[src/rtl/switch_port_mc_pkg.sv]
// Shared types and the head-packet classifier for the switch ingress port.
package switch_port_mc_pkg;

  typedef enum logic [2:0] {
    IDLE,
    ROUTE,
    ARB_WAIT,
    DONE,
    DONE_TO
  } port_state_t;

  typedef enum logic [1:0] {
    ERR,
    SDP,
    MDP,
    BDP
  } pkt_type_t;

  // Widest supported switch; narrower ports zero-extend into this width.
  localparam int MAX_PORTS = 8;

  // Classify a packet from its source and target masks. Only the low
  // n_ports bits are considered.
  function automatic pkt_type_t classify(input logic [MAX_PORTS-1:0] src,
                                         input logic [MAX_PORTS-1:0] tgt,
                                         input int n_ports);
    logic [MAX_PORTS-1:0] mask;
    pkt_type_t t;
    mask = '0;
    for (int i = 0; i < MAX_PORTS; i++) begin
      if (i < n_ports) mask[i] = 1'b1;
    end
    if ($countones(src & mask) != 1 || (tgt & mask) == '0) t = ERR;
    else if ((tgt & mask) == mask) t = BDP;
    else if ((tgt & src & mask) != '0) t = ERR;
    else if ($countones(tgt & mask) == 1) t = SDP;
    else t = MDP;
    return t;
  endfunction

endpackage

[src/rtl/switch_port_mc_fifo.sv]
// Ingress packet FIFO: registered pointers with a wrap bit, combinational head.
module pkt_fifo #(
  parameter int W     = 16,
  parameter int DEPTH = 8
) (
  input  logic         clk,
  input  logic         rst_n,
  input  logic         wr_en,
  input  logic         rd_en,
  input  logic [W-1:0] wr_data,
  output logic [W-1:0] rd_data,
  output logic         full,
  output logic         empty
);
  localparam int AW = $clog2(DEPTH);

  logic [W-1:0] mem [DEPTH];
  logic [AW:0]  wptr;
  logic [AW:0]  rptr;

  assign empty   = (wptr == rptr);
  assign full    = (wptr[AW] != rptr[AW]) && (wptr[AW-1:0] == rptr[AW-1:0]);
  assign rd_data = mem[rptr[AW-1:0]];

  // Pointer update; writes while full and reads while empty are dropped.
  always_ff @(posedge clk or negedge rst_n) begin
    if (!rst_n) begin
      wptr <= '0;
      rptr <= '0;
    end else begin
      if (wr_en && !full) wptr <= wptr + 1'b1;
      if (rd_en && !empty) rptr <= rptr + 1'b1;
    end
  end

  // Storage write; contents need no reset since the pointers define validity.
  always_ff @(posedge clk) begin
    if (wr_en && !full) mem[wptr[AW-1:0]] <= wr_data;
  end

endmodule

[src/rtl/switch_port_mc.sv]
// Ingress port: buffers packets, requests target egresses, tracks partial
// multicast delivery, times out stuck packets and keeps saturating stats.
//
//   state    | meaning
//   IDLE     | waiting for a packet at the FIFO head
//   ROUTE    | head latched; classify and load the pending mask
//   ARB_WAIT | requesting pending egresses, retiring granted ones
//   DONE     | all targets served; pop and count delivery
//   DONE_TO  | wait budget exhausted; pop and count timeout
module switch_port_mc
  import switch_port_mc_pkg::*;
#(
  parameter int N_PORTS  = 4,
  parameter int DATA_W   = 8,
  parameter int DEPTH    = 8,
  parameter int WAIT_MAX = 64,
  parameter int CNT_W    = 16
) (
  input  logic               clk,
  input  logic               rst_n,
  input  logic               valid_in,
  output logic               ready_in,
  input  logic [N_PORTS-1:0] source_in,
  input  logic [N_PORTS-1:0] target_in,
  input  logic [DATA_W-1:0]  data_in,
  input  logic [N_PORTS-1:0] grant_in,
  output logic [N_PORTS-1:0] req_out,
  output logic               pkt_valid_out,
  output logic [N_PORTS-1:0] dest_out,
  output logic [N_PORTS-1:0] source_out,
  output logic [N_PORTS-1:0] target_out,
  output logic [DATA_W-1:0]  data_out,
  output logic               busy,
  output logic [CNT_W-1:0]   drop_cnt,
  output logic [CNT_W-1:0]   timeout_cnt,
  output logic [CNT_W-1:0]   tx_cnt
);
  localparam int FW     = DATA_W + 2 * N_PORTS;
  localparam int WAIT_W = (WAIT_MAX > 1) ? $clog2(WAIT_MAX) : 1;
  localparam logic [WAIT_W-1:0] WAIT_LAST = WAIT_W'((WAIT_MAX > 0) ? WAIT_MAX - 1 : 0);

  port_state_t          state_q, state_d;
  logic [N_PORTS-1:0]   pending_q, pending_d;
  logic [WAIT_W-1:0]    wait_q, wait_d;
  logic [N_PORTS-1:0]   served;
  logic                 pop, inc_drop, inc_tx, inc_to;
  logic                 fifo_full, fifo_empty;
  logic [FW-1:0]        fifo_head;
  logic [MAX_PORTS-1:0] src_ext, tgt_ext;
  pkt_type_t            head_type;

  assign ready_in = !fifo_full;

  pkt_fifo #(.W(FW), .DEPTH(DEPTH)) u_fifo (
    .clk     (clk),
    .rst_n   (rst_n),
    .wr_en   (valid_in && ready_in),
    .rd_en   (pop),
    .wr_data ({data_in, target_in, source_in}),
    .rd_data (fifo_head),
    .full    (fifo_full),
    .empty   (fifo_empty)
  );

  assign src_ext   = MAX_PORTS'(source_out);
  assign tgt_ext   = MAX_PORTS'(target_out);
  assign head_type = classify(src_ext, tgt_ext, N_PORTS);

  assign busy          = (state_q != IDLE);
  assign req_out       = (state_q == ARB_WAIT) ? pending_q : '0;
  assign dest_out      = served;
  assign pkt_valid_out = |served;

  // Latch the FIFO head as the FSM leaves IDLE; held until the next packet.
  always_ff @(posedge clk or negedge rst_n) begin
    if (!rst_n) begin
      source_out <= '0;
      target_out <= '0;
      data_out   <= '0;
    end else if (state_q == IDLE && !fifo_empty) begin
      {data_out, target_out, source_out} <= fifo_head;
    end
  end

  // FSM state, pending mask and wait counter registers.
  always_ff @(posedge clk or negedge rst_n) begin
    if (!rst_n) begin
      state_q   <= IDLE;
      pending_q <= '0;
      wait_q    <= '0;
    end else begin
      state_q   <= state_d;
      pending_q <= pending_d;
      wait_q    <= wait_d;
    end
  end

  // Next-state, delivery tracking and pop/statistic strobes.
  always_comb begin
    state_d   = state_q;
    pending_d = pending_q;
    wait_d    = wait_q;
    served    = '0;
    pop       = 1'b0;
    inc_drop  = 1'b0;
    inc_tx    = 1'b0;
    inc_to    = 1'b0;
    case (state_q)
      IDLE: begin
        if (!fifo_empty) state_d = ROUTE;
      end
      ROUTE: begin
        if (head_type == ERR) begin
          pop      = 1'b1;
          inc_drop = 1'b1;
          state_d  = IDLE;
        end else begin
          // Broadcast targets include the source bit; never send back to self.
          pending_d = target_out & ~source_out;
          wait_d    = '0;
          state_d   = ARB_WAIT;
        end
      end
      ARB_WAIT: begin
        served    = grant_in & pending_q;
        pending_d = pending_q & ~served;
        if (pending_d == '0) state_d = DONE;
        else if (WAIT_MAX != 0 && wait_q == WAIT_LAST) state_d = DONE_TO;
        else wait_d = wait_q + 1'b1;
      end
      DONE: begin
        pop       = 1'b1;
        inc_tx    = 1'b1;
        pending_d = '0;
        state_d   = IDLE;
      end
      DONE_TO: begin
        pop       = 1'b1;
        inc_to    = 1'b1;
        pending_d = '0;
        state_d   = IDLE;
      end
      default: state_d = IDLE;
    endcase
  end

  // Saturating statistics.
  always_ff @(posedge clk or negedge rst_n) begin
    if (!rst_n) begin
      drop_cnt    <= '0;
      timeout_cnt <= '0;
      tx_cnt      <= '0;
    end else begin
      if (inc_drop && drop_cnt != '1) drop_cnt <= drop_cnt + 1'b1;
      if (inc_to && timeout_cnt != '1) timeout_cnt <= timeout_cnt + 1'b1;
      if (inc_tx && tx_cnt != '1) tx_cnt <= tx_cnt + 1'b1;
    end
  end

endmodule

[config.mk]
export PLATFORM = sky130hd
export DESIGN_NAME = switch_port_mc
export DESIGN_NICKNAME = d
export VERILOG_FILES = /design/src/rtl/switch_port_mc_pkg.sv /design/src/rtl/switch_port_mc_fifo.sv /design/src/rtl/switch_port_mc.sv
export SDC_FILE = /design/constraint.sdc
export NUM_CORES = 1
export LEC_CHECK = 0
export ABC_CLOCK_PERIOD_IN_PS = 6300
export BUFFER_PORTS_ARGS = -buffer_cell sky130_fd_sc_hd__buf_2
export CAP_MARGIN = 20
export CORE_MARGIN = 3
export CORE_UTILIZATION = 50
export CTS_BUF_LIST = sky130_fd_sc_hd__clkbuf_8 sky130_fd_sc_hd__clkbuf_16
export DETAILED_ROUTE_END_ITERATION = 8
export GPL_TIMING_DRIVEN = 0
export PLACE_DENSITY_LB_ADDON = 0.12
export SLEW_MARGIN = 20
export SYNTH_ARGS = -nofsm -noshare
export SYNTH_HDL_FRONTEND = slang
export SYNTH_HIERARCHICAL = 1
export SYNTH_SLANG_ARGS = --single-unit
export TNS_END_PERCENT = 100
[constraint.sdc]
create_clock -name clk -period 6.3 [get_ports clk]
set_input_delay 0.315 -clock clk [delete_from_list [all_inputs] [get_ports clk]]
set_output_delay 0.315 -clock clk [all_outputs]
set_load 0.005 [all_outputs]
==> out/qor.csv <==
stage;metric;value;unit
routing;# DRC;0;
routing;starting DRC count in detailed routing;328;
yosys;Syn Inst Count;596;
routing;DR vias/cell;5.63;
global_route;largest net degree at the start of global routing;57;
place;HPWL Detailed;12.9;mm
routing;Post-Route WL;18.7;mm
layout;Post-layout nets;767;
power_and_ir_drop;Internal;3.26;mW
sta;Worst Max-Slew Pin Slew;805;ps
power_and_ir_drop;Max IR drop VDD;0.000304;V
critical_path;CP max FO;10;
place;pre-CTS setup slack;2800;ps
cts;hold_buf cts;1;
floorplanning;DIE WIDTH;142;um
hold_path;hold depth;1;
floorplanning;chip height;142;um
floorplanning;Starting Density;51.2;%
cts;H-tree levels;1;
run;maxcap violations;0;
power_and_ir_drop;combinational cell fraction of total power;32.9;%
layout;Antenna Cells;0;
cts;clock buffer depth;3;
cts;CTS sink cnt;213;
global_route;GRT Resource Usage Total;18.9;%
yosys;dominant cells by area after synthesis;edfxtp_1, dfrtp_1, mux4_2;
routing;first-pass detailed-route iteration total;5;
layout;share of cells above drive strength 1;30.9;%
layout;FF/Latch Area;5970;um2
power_and_ir_drop;Seq pwr share;40.0;%
yosys;synthesized flop and latch total;213;
outcome;status;finished clean;
sta;Final Max Tran Viols;0;
cts;Reg clk slew, reported paths;60;ps
yosys;sequential cell area fraction in the yosys report;64.5;%
sta;worst relative slew slack;45.9;%
global_route;first-pass GRT wire length;30.1;mm
yosys;Synth Flop Type;edfxtp_1;
power_and_ir_drop;Sw Pwr;1.54;mW
cts;CTS tree;yes;
critical_path;reg2reg path depth;12;
critical_path;Startpoint Class;flop;
sta;Setup-failing EPs final;0;
sta;min Tclk post-route;3510;ps
power_and_ir_drop;PD cells;437;nW/um2
yosys;YS warnings;6;
floorplanning;io pins;98;
global_route;initial antenna violation count;1;
yosys;Cell Area, Synth;9260;um2
routing;WL/cell;19.2;um
yosys;Synth Area per Inst;15.5;um2
cts;root buffer selected by CTS;clkbuf_16;
cts;CTS resizes;0;
yosys;area leader, netlist;edfxtp_1;
yosys;Distinct cells, synth;60;
sta;Final Hold Fails;0;
global_route;GR Overflow Total;0;
global_route;vias in the first global route;5609;
critical_path;CP max stage delay;540;ps
yosys;FFs w/ async S/R, synth;39.9;%
critical_path;slowest library cell on the worst path;fa_1;
critical_path;Worst EP arrival;3870;ps
cts;post-CTS setup buffer count;0;
layout;area delta synth->final;18.6;%
sta;crit share post-route;55.7;%
layout;Multi-input gate area;3120;um2
cts;CTS Buf Count;23;
power_and_ir_drop;Clock power frac;27.1;%
yosys;number of synthesized flops with an enable pin;128;
critical_path;Critical Path RT;6670;ps
layout;fill count;1343;
routing;ANT nets after route;0;
sta;RSZ-0062 raised after global routing;no;
routing;Vias;5500;
critical_path;cells along the critical path;inv_1, fa_1, inv_1, ha_1, ha_1, nor4b_1, a21boi_1, buf_2, or3_1, and4_1, o311ai_0, o311ai_1;
power_and_ir_drop;Sw Ratio;32.2;%
place;PortBufs;97;
sta;setup_tns;0;ps
floorplanning;core area;18100;um2
floorplanning;Core Rows;49;
hold_path;Tightest Hold Check Type;in2reg;
sta;Worst Skew;9.14;ps
yosys;syn_nets;630;
critical_path;CP delay by family, top;simple AND/OR/NAND/NOR gates;
floorplanning;Die ar.;20200;um2
critical_path;CP Capture Type;flop;
place;Placer Congestion;0.823;
critical_path;Crit Path Category;reg2reg;
power_and_ir_drop;Leakage;4.46;nW
sta;f_max;285;MHz
critical_path;buffering stage count on the worst path with inverters included;3;
yosys;post-synth top area share;41.5;%
critical_path;WP depth;12;
sta;worst setup margin;2790;ps
cts;clk_lat worst skew;510;ps
## placed cells by master, fill, tap and decap left out, types with 11 or more instances in the layout
cell type,count
and3_1,12
buf_2,106
clkbuf_16,23
dfrtp_1,85
edfxtp_1,128
inv_1,21
mux2_2,28
mux4_2,22
nand2_1,28
nand3_1,27
nand4_1,16
nor2_1,29
o21ai_0,11
xnor2_1,34
xor2_1,19
## power groups by stage
stage / Combinational (mW) / Clock, mW / Sequential (mW)
after floorplan: 1.08 / 0 / 1.92
after global routing: 1.74 / 1.40 / 1.95
after CTS: 1.61 / 1.35 / 1.92
after global placement: 1.50 / 0 / 1.94
final: 1.58 / 1.30 / 1.92
after detailed placement: 1.60 / 0 / 1.95
## logic make-up (layout without fill, tap and decap cells)
logic type	Yosys count	count (layout)	synth area share (%)
flip-flops	213	213	64.5
AND/OR/NAND/NOR	173	173	10.4
multiplexers	63	63	12.0
XOR/XNOR	56	56	5.78
AO/OA/AOI/OAI	43	43	3.64
buffers and inverters	37	189	2.14
adder cells (fa/ha/maj)	11	11	1.57
## state kept, by name, summed over array words and instances (netlist names), 6 cells and up
register	flops
drop_cnt	16
u_fifo/mem	128
wait_q	6
tx_cnt	16
data_out	8
timeout_cnt	16
## routing by layer
layer | share of wire [%] | GRT usage (%) | up-vias
met3 | 5.7 | 3.76 | 30
met1 | 43 | 26.2 | 2778
met5 | 0.080 | 0 | -
met2 | 49 | 31.6 | 143
li1 | - | - | 2547
met4 | 1.6 | 3.79 | 2
## final timing paths
kind	slack [ps]	start	to
hold / removal	60	data_in[0]	u_fifo/mem[2][8]
setup / recovery	2790	source_out[0]	u_fifo/rptr[3]
hold reg to reg	480	tx_cnt[11]	tx_cnt[11]
setup reg to reg	2790	source_out[0]	u_fifo/rptr[3]
max in group asynchronous	5390	rst_n	data_out[4]
min in group asynchronous	290	rst_n	drop_cnt[3]
## per-stage QoR
step	hold slack [ps]	cell area, um2	util, %	power [mW]	std cells
after floorplan	19.4	9260	-	3.00	596
after global placement	467	10000	55.5	3.45	922
after detailed placement	290	10200	56.5	3.55	936
after CTS	43.9	11000	60.7	4.88	977
after global routing	54.4	11000	60.7	5.09	977
final	62.3	11000	60.7	4.80	977
## cell usage after synthesis, types with 3 or more instances
cell type	instances
a21oi_1	3
a22oi_1	3
and2_1	7
and3_1	12
and4_1	7
buf_2	7
buf_6	3
clkbuf_1	7
dfrtp_1	85
edfxtp_1	128
ha_1	10
inv_1	17
mux2_1	3
mux2_2	28
mux4_1	10
mux4_2	22
nand2_1	28
nand2b_1	3
nand3_1	27
nand4_1	16
nor2_1	33
nor2b_1	7
nor3_1	8
nor3b_1	3
nor4_1	3
o21ai_0	11
o31ai_1	8
o41ai_2	4
or3_1	5
xnor2_1	34
xor2_1	19
## cell type report
type	instances	area share [%]
buffer	20	1.22
clock inverter	16	1.45
inverter	17	0.581
timing repair buffer	112	6.01
tap	229	2.61
clock buffer	24	5.36
multi-input combinational	346	28.4
sequential	213	54.4
## worst register-to-register path: cells and delay by family, from the launching register on
family | cells | cell delay [ps]
compound gates | 3 | 400
fa+ha+maj | 3 | 990
buf+inv | 3 | 370
flops | 1 | 410
simple gates | 3 | 1210
No activity file was read; power rests on OpenSTA's default activity.
